[config.mk]
export PLATFORM = sky130hd
export DESIGN_NAME = shift_seq
export DESIGN_NICKNAME = d
export VERILOG_FILES = /design/src/rtl/shift_seq.sv
export SDC_FILE = /design/constraint.sdc
export NUM_CORES = 1
export LEC_CHECK = 0
export ABC_AREA = 1
export CAP_MARGIN = 20
export CELL_PAD_IN_SITES_DETAIL_PLACEMENT = 0
export CELL_PAD_IN_SITES_GLOBAL_PLACEMENT = 1
export CORE_MARGIN = 5
export CORE_UTILIZATION = 32
export DETAILED_ROUTE_END_ITERATION = 10
export HOLD_SLACK_MARGIN = 0.02
export PLACE_DENSITY = 0.76
export RECOVER_POWER = 25
export SYNTH_ARGS = -nofsm -noshare
export SYNTH_HDL_FRONTEND = slang
export SYNTH_SLANG_ARGS = --single-unit
[constraint.sdc]
create_clock -name clk -period 1.5 [get_ports clk]
set_input_delay 0.15 -clock clk [delete_from_list [all_inputs] [get_ports clk]]
set_output_delay 0.15 -clock clk [all_outputs]
set_load 0.005 [all_outputs]
[src/rtl/shift_seq.sv]
// shift_seq -- sequential barrel-less shifter (SLL / SRL / SRA).
//
// A request latches the operands and then walks a working register one bit
// per cycle until the remaining count reaches zero. The result register is
// written only when the shift completes, so it never shows partial values.
//
// Build option:
//   SHIFT_SEQ_FAST_EN  when defined, the working register moves 4 bits per
//                      cycle while at least 4 positions remain, and then
//                      1 bit per cycle. Final results match the default build.
//
// Handshake: busy is high in SHIFT, done is a one-cycle pulse in DONE.
// A new start is taken in IDLE or DONE; in SHIFT it is ignored.
module shift_seq #(
  parameter int DATA_W  = 32,
  parameter int SHAMT_W = 5
) (
  input  logic               clk,
  input  logic               rst,
  input  logic               start,
  input  logic [1:0]         op,
  input  logic [DATA_W-1:0]  a,
  input  logic [SHAMT_W-1:0] shamt,
  output logic               busy,
  output logic               done,
  output logic [DATA_W-1:0]  result
);

  // Operation encodings
  localparam logic [1:0] OP_SLL = 2'b00;
  localparam logic [1:0] OP_SRL = 2'b01;
  localparam logic [1:0] OP_SRA = 2'b10;
  localparam logic [1:0] OP_RSV = 2'b11;

  typedef enum logic [1:0] {
    S_IDLE  = 2'd0,
    S_SHIFT = 2'd1,
    S_DONE  = 2'd2
  } state_t;

  state_t               r_state;
  logic [1:0]           r_op;
  logic [DATA_W-1:0]    r_work;
  logic [SHAMT_W-1:0]   r_cnt;
  logic [DATA_W-1:0]    r_result;
  logic                 r_busy;
  logic                 r_done;

  logic                 w_bypass;
  logic                 w_big_step;
  logic [DATA_W-1:0]    w_next_work;
  logic [SHAMT_W-1:0]   w_next_cnt;
  logic                 w_last;

  // Move a value one position in the direction selected by the operation.
  function automatic logic [DATA_W-1:0] step1(
    input logic [DATA_W-1:0] val,
    input logic [1:0]        kind
  );
    logic [DATA_W-1:0] res;
    case (kind)
      OP_SLL:  res = {val[DATA_W-2:0], 1'b0};
      OP_SRL:  res = {1'b0, val[DATA_W-1:1]};
      OP_SRA:  res = {val[DATA_W-1], val[DATA_W-1:1]};
      default: res = val;
    endcase
    return res;
  endfunction

  // Move a value four positions in the direction selected by the operation.
  function automatic logic [DATA_W-1:0] step4(
    input logic [DATA_W-1:0] val,
    input logic [1:0]        kind
  );
    logic [DATA_W-1:0] res;
    case (kind)
      OP_SLL:  res = {val[DATA_W-5:0], 4'b0000};
      OP_SRL:  res = {4'b0000, val[DATA_W-1:4]};
      OP_SRA:  res = {{4{val[DATA_W-1]}}, val[DATA_W-1:4]};
      default: res = val;
    endcase
    return res;
  endfunction

  // Request decode and next-step datapath for the SHIFT state.
  always_comb begin
    w_bypass    = 1'b0;
    w_big_step  = 1'b0;
    w_next_work = r_work;
    w_next_cnt  = r_cnt;
    w_last      = 1'b0;

    // Zero distance or the reserved opcode completes without shifting.
    if ((shamt == {SHAMT_W{1'b0}}) || (op == OP_RSV)) begin
      w_bypass = 1'b1;
    end else begin
      w_bypass = 1'b0;
    end

`ifdef SHIFT_SEQ_FAST_EN
    // Any bit above bit 1 set means at least four positions remain.
    w_big_step = |r_cnt[SHAMT_W-1:2];
`else
    w_big_step = 1'b0;
`endif

    if (w_big_step) begin
      w_next_work = step4(r_work, r_op);
      w_next_cnt  = r_cnt - SHAMT_W'(32'd4);
    end else begin
      w_next_work = step1(r_work, r_op);
      w_next_cnt  = r_cnt - SHAMT_W'(32'd1);
    end

    // The edge that brings the count to zero is the one that finishes.
    if (w_next_cnt == {SHAMT_W{1'b0}}) begin
      w_last = 1'b1;
    end else begin
      w_last = 1'b0;
    end
  end

  // Control FSM, operand capture, working register and registered outputs.
  always_ff @(posedge clk) begin
    if (rst) begin
      r_state  <= S_IDLE;
      r_op     <= OP_SLL;
      r_work   <= {DATA_W{1'b0}};
      r_cnt    <= {SHAMT_W{1'b0}};
      r_result <= {DATA_W{1'b0}};
      r_busy   <= 1'b0;
      r_done   <= 1'b0;
    end else begin
      case (r_state)
        S_IDLE, S_DONE: begin
          if (start) begin
            r_op <= op;
            if (w_bypass) begin
              // Nothing to shift: publish the operand straight away.
              r_state  <= S_DONE;
              r_work   <= a;
              r_cnt    <= {SHAMT_W{1'b0}};
              r_result <= a;
              r_busy   <= 1'b0;
              r_done   <= 1'b1;
            end else begin
              r_state <= S_SHIFT;
              r_work  <= a;
              r_cnt   <= shamt;
              r_busy  <= 1'b1;
              r_done  <= 1'b0;
            end
          end else begin
            // DONE lasts exactly one cycle; IDLE simply holds.
            r_state <= S_IDLE;
            r_busy  <= 1'b0;
            r_done  <= 1'b0;
          end
        end

        S_SHIFT: begin
          // start is deliberately not looked at here.
          r_work <= w_next_work;
          r_cnt  <= w_next_cnt;
          if (w_last) begin
            r_state  <= S_DONE;
            r_result <= w_next_work;
            r_busy   <= 1'b0;
            r_done   <= 1'b1;
          end else begin
            r_state <= S_SHIFT;
            r_busy  <= 1'b1;
            r_done  <= 1'b0;
          end
        end

        default: begin
          // Unreachable encoding: recover to a clean idle.
          r_state <= S_IDLE;
          r_cnt   <= {SHAMT_W{1'b0}};
          r_busy  <= 1'b0;
          r_done  <= 1'b0;
        end
      endcase
    end
  end

  assign busy   = r_busy;
  assign done   = r_done;
  assign result = r_result;

endmodule

; After elaboration in Yosys (flattened, before gate mapping)
; Cells that the tools add are included.
[word_totals]
reg_bits = 75
word_cells = 50
[op_classes]
addsub = 1
n_eq_ne = 8
n_mux = 24
reduce_logical = 10
[op_table]
columns = cell, count
row1 = $mux W32, 4
row2 = $pmux W32 S2, 2
row3 = $pmux W32 S3, 1
row4 = $logic_not A5 Y1, 2
row5 = $mux W5, 2
row6 = $pmux W5 S2, 1
row7 = $mux W1, 8
row8 = $eq A2 B2 Y1 const B, 3
row9 = $mux W2, 3
row10 = $ne A2 B2 Y1 const B, 3
row11 = $sub A5 B1 Y5 const B, 1
row12 = $eq A2 B1 Y1 const B, 2
row13 = $logic_not A2 Y1, 2
row14 = $pmux W1 S2, 2
row15 = $pmux W2 S2, 1
row16 = $reduce_and A2 Y1, 2
row17 = $reduce_and A4 Y1, 1
row18 = $reduce_bool A2 Y1, 1
row19 = $reduce_or A2 Y1, 1
row20 = $logic_or A1 B1 Y1, 1

; Depth between registers and ports, before layout
[depth]
word_depth = 6
ltp_mapped = 12
depth_no_buf = 11

; Worst setup path before layout
; OpenSTA, ideal clock, no wires.
[synth_timing]
kind = reg-to-reg
from = reg r_cnt[0]
to = reg r_result[18] (netlist: result[18])
setup_time_ns = 0.113
arrival_time_ns = 1.481
t_required_ns = 1.387
setup_slack_ns = -0.094
stages_incl_launch_ff = 13
path_buffers = 1
synth_period_minus_slack_ns = 1.594
path_cell_list = dfxtp_1 -> inv_1 -> ha_1 -> inv_1 -> nand2_1 -> nand2_1 -> nor2_1 -> nand3_1 -> nand2_2 -> nand2_4 -> buf_6 -> nor2_1 -> nor2_1
[synth_between]
elab_chain_cells = 5
[synth_rtl]
columns = item, line
row1 = start: declaration, 44  ; logic [SHAMT_W-1:0] r_cnt;
row2 = start signal: assignment, 129  ; r_cnt <= {SHAMT_W{1'b0}};
row3 = start signal: assignment, 142  ; r_cnt <= {SHAMT_W{1'b0}};
row4 = start signal: assignment, 149  ; r_cnt <= shamt;
row5 = $sub A5 B1 Y5, 112  ; w_next_cnt = r_cnt - SHAMT_W'(32'd1);
row6 = $logic_not A5 Y1, 116  ; if (w_next_cnt == {SHAMT_W{1'b0}}) begin
row7 = $mux W1, 116
row8 = $ne A2 B2 Y1 (no line), --
row9 = $reduce_and A4 Y1 (no line), --
row10 = end signal: assignment, 130  ; r_result <= {DATA_W{1'b0}};
row11 = end signal: assignment, 167  ; r_result <= w_next_work;
row12 = end: declaration, 45  ; logic [DATA_W-1:0] r_result;
; Every way passes these cells.
; A chain may end at the register's enable or synchronous reset.

; Worst setup path in the final report
[layout_timing]
from = reg r_cnt[1]
to = reg r_result[31] (netlist: result[31])
; Same word-level chain as after synthesis.

==> reports/results.txt <==
Final Slew Violations -> 0
worst path cell trace -> inv_2 > ha_4 > inv_2 > nand2_2 > nand2_4 > nor2_4 > nand3_4 > nand2_8 > buf_6 > nand3_1 > nand2_1 > nor2_1
# IOs -> 76
Synth Warn # -> 0
GP Congestion -> 0.802
required time of the critical path -> 1.73 ns
placed cell areas -> 5060 um2
Syn Area/Cell -> 6.31 um2
Yosys top cell area share -> 38.3%
Layout fillers -> 1210
M1 WL -> 5860 um
failing checks -> negative setup slack
dominant cell type by area after synthesis -> dfxtp_1
fraction of registers with async set/reset -> 0%
Worst slew margin -> 76.6%
final setup vio count -> 33
final hold vios -> 0
met2 WL -> 6160 um
Synth Area in Compound Gates -> 16.2%
post-synth net total -> 649
Clock Latency Late Sink -> 0.34 ns
count leader, synth -> nor2_1
DR iter-0 viols -> 271
drc violations -> 0
CTS H-Tree Depth -> 3
Yosys reg bits -> 73
Seq/Total Area, Yosys -> 38.3%
fin crit period -> 1.61 ns
total number of vias -> 4242
Final Util -> 48.9%
Post-Synth XOR/XNOR Area -> 0%
Commonest cells post-synth -> nor2_1 (149), nand2_1 (122), dfxtp_1 (73)
final WL -> 12800 um
total power -> 6.43 mW
DIE HEIGHT -> 119 um
crit end category -> register
Mapped Area -> 3820 um2
setup_tns -> -2.36 ns
number of synthesized flops with an enable pin -> 0
Gate Count Post-Synth -> 605
clock slew at reported path FFs -> 0.06 ns
core area -> 11900 um2
antenna cell count -> 0
total of max-cap violations -> 0
hpwl dp -> 8350 um
IO Port Bufs -> 75
placed cell count -> 843
outcome -> finished with violations
Non-Filler Instances -> 868
Crit Path Max Fanout -> 5
largest family of logic cells by synthesized area -> simple AND/OR/NAND/NOR gates
top cells by area, synth -> dfxtp_1 (38%), nor2_1 (15%), nand2_1 (12%)
effective utilization at floorplan -> 32.2%
Clock Root Buffer -> clkbuf_16
DRT antenna net count -> 0
worst-case clock buffer depth -> 2
Adder-Cell Fraction of Synth Area -> 0.655%
Die Area -> 14200 um2
wire length per cell -> 14.8 um
CP max-delay cell -> dfxtp_2
RSZ-0062 raised after global routing -> true
Finished Cell Area -> 5800 um2
startpoint types -> register
first-pass GRT wire length -> 19900 um
row count -> 40
mux cell area share after synthesis -> 0%
TritonCTS clock tree -> done
Area Growth Syn to Fin -> 52.0%
Max Clock Freq -> 0.619 GHz
pwr dens -> 1110 nW/um2
CTS Sinks -> 73
Leak Pwr -> 2.42 nW
Distinct cells, synth -> 29
period utilisation layout -> 108%
Met3 Wirelength -> 702 um
Pre-antenna DRT Iters -> 5
Peak VDD IR -> 0.636 mV
pin count of the biggest net entering global routing -> 45
vias in the first global route -> 4048
fin nets -> 761
total global routing track utilization -> 16.9%
Top Metal Used -> met4
crit-path most repeated cell -> inv_2
initial antenna violation count -> 0
share of cells above drive strength 1 -> 20.0%
vias per inst -> 4.89
CTS Buf Count -> 9
final clock skew -> 0.00745 ns
Crit Path Category -> register to register
Top FF cell, synth -> dfxtp_1
slowest cell delay on critical path -> 0.32 ns
Min-Delay Path Class -> input pin to register
Post-Synth Simple-Gate Area -> 35.0%
Overflow after GRT -> 0
final worst slack -> -0.114 ns
Crit path arrival time -> 1.85 ns
Slew @ Worst Pin -> 0.351 ns
die width -> 119 um
## kinds of logic (layout without fill, tap and decap cells)
logic type,Yosys count,count (layout)
and+or+nand+nor,330,332
AOI/OAI and AO/OA,111,111
buffers and inverters,89,203
DFF,73,73
adders and majority gates,2,2
## worst max-delay path: cells and delay by family (launching register included)
kind	cells	cell delay [ns]
fa+ha+maj	1	0.16
flops	1	0.32
simple gates	8	0.77
buf+inv	3	0.26
## registers in the layout (all words and copies together) (netlist names)
name    cells
r_work     32
result     32
r_cnt       5
r_op        2
busy        1
done        1
## layer usage
metal | track usage [%] | vias up
met3 | 4.46 | 10
li1 | - | 2170
met5 | 0 | -
met1 | 21.9 | 1948
met2 | 28.4 | 114
met4 | 3.11 | 0
## cells in the final DEF, fill, tap and decap left out, drive strengths merged
cell	n
a21oi	39
a22oi	1
a31oi	24
buf	57
bufinv	2
clkbuf	11
clkdlybuf4s50	75
clkinv	2
clkinvlp	2
dfxtp	73
ha	2
inv	54
nand2	126
nand3	51
nand4	1
nor2	152
nor3	1
o211ai	1
o21ai	38
o21bai	5
o22ai	3
or2	1
## path summary, 6_finish.rpt
kind               from    endpoint  slack [ns]  cells past startpoint
max            r_cnt[1]  result[31]       -0.11                     12
max reg2reg    r_cnt[1]  result[31]       -0.11                     12
min               a[22]  r_work[22]        0.46                      3
min reg2reg  result[16]  result[16]        0.48                      2
## through the flow
stage          hold WS (ns)  worst slack [ns]
4_1_cts               0.460           -0.0222
2_1_floorplan         0.219           0.00455
3_3_place_gp          0.470           -0.0632
5_1_grt               0.484            -0.213
6_report              0.461            -0.114
3_5_place_dp          0.472            -0.118
## power by group
group | total [mW] | internal (mW) | switching, mW
clock network | 2.34 | 1.49 | 0.852
registers | 2.29 | 2.13 | 0.160
logic | 1.80 | 0.825 | 0.976
## area by class of cell
| type | count | area, um2 | share of cell area (%) |
|---|---|---|---|
| clock inverters | 5 | 80.1 | 1.38 |
| inverters | 55 | 208 | 3.58 |
| well taps | 147 | 184 | 3.17 |
| multi-input cells | 445 | 2300 | 39.6 |
| clock buffers | 10 | 239 | 4.12 |
| flip-flops and latches | 73 | 1470 | 25.3 |
| repair buffers | 133 | 1330 | 22.8 |
## timing repair
item / 4_1_cts / 5_1_grt
endpoints found under the setup margin: 34 / 59
gates cloned: 2 / 2
pin swaps: 2 / 8
resized for setup: 20 / 58
setup buffers: 2 / 4
hold buffers: 0 / 0
(Power assumes the default switching activity.)
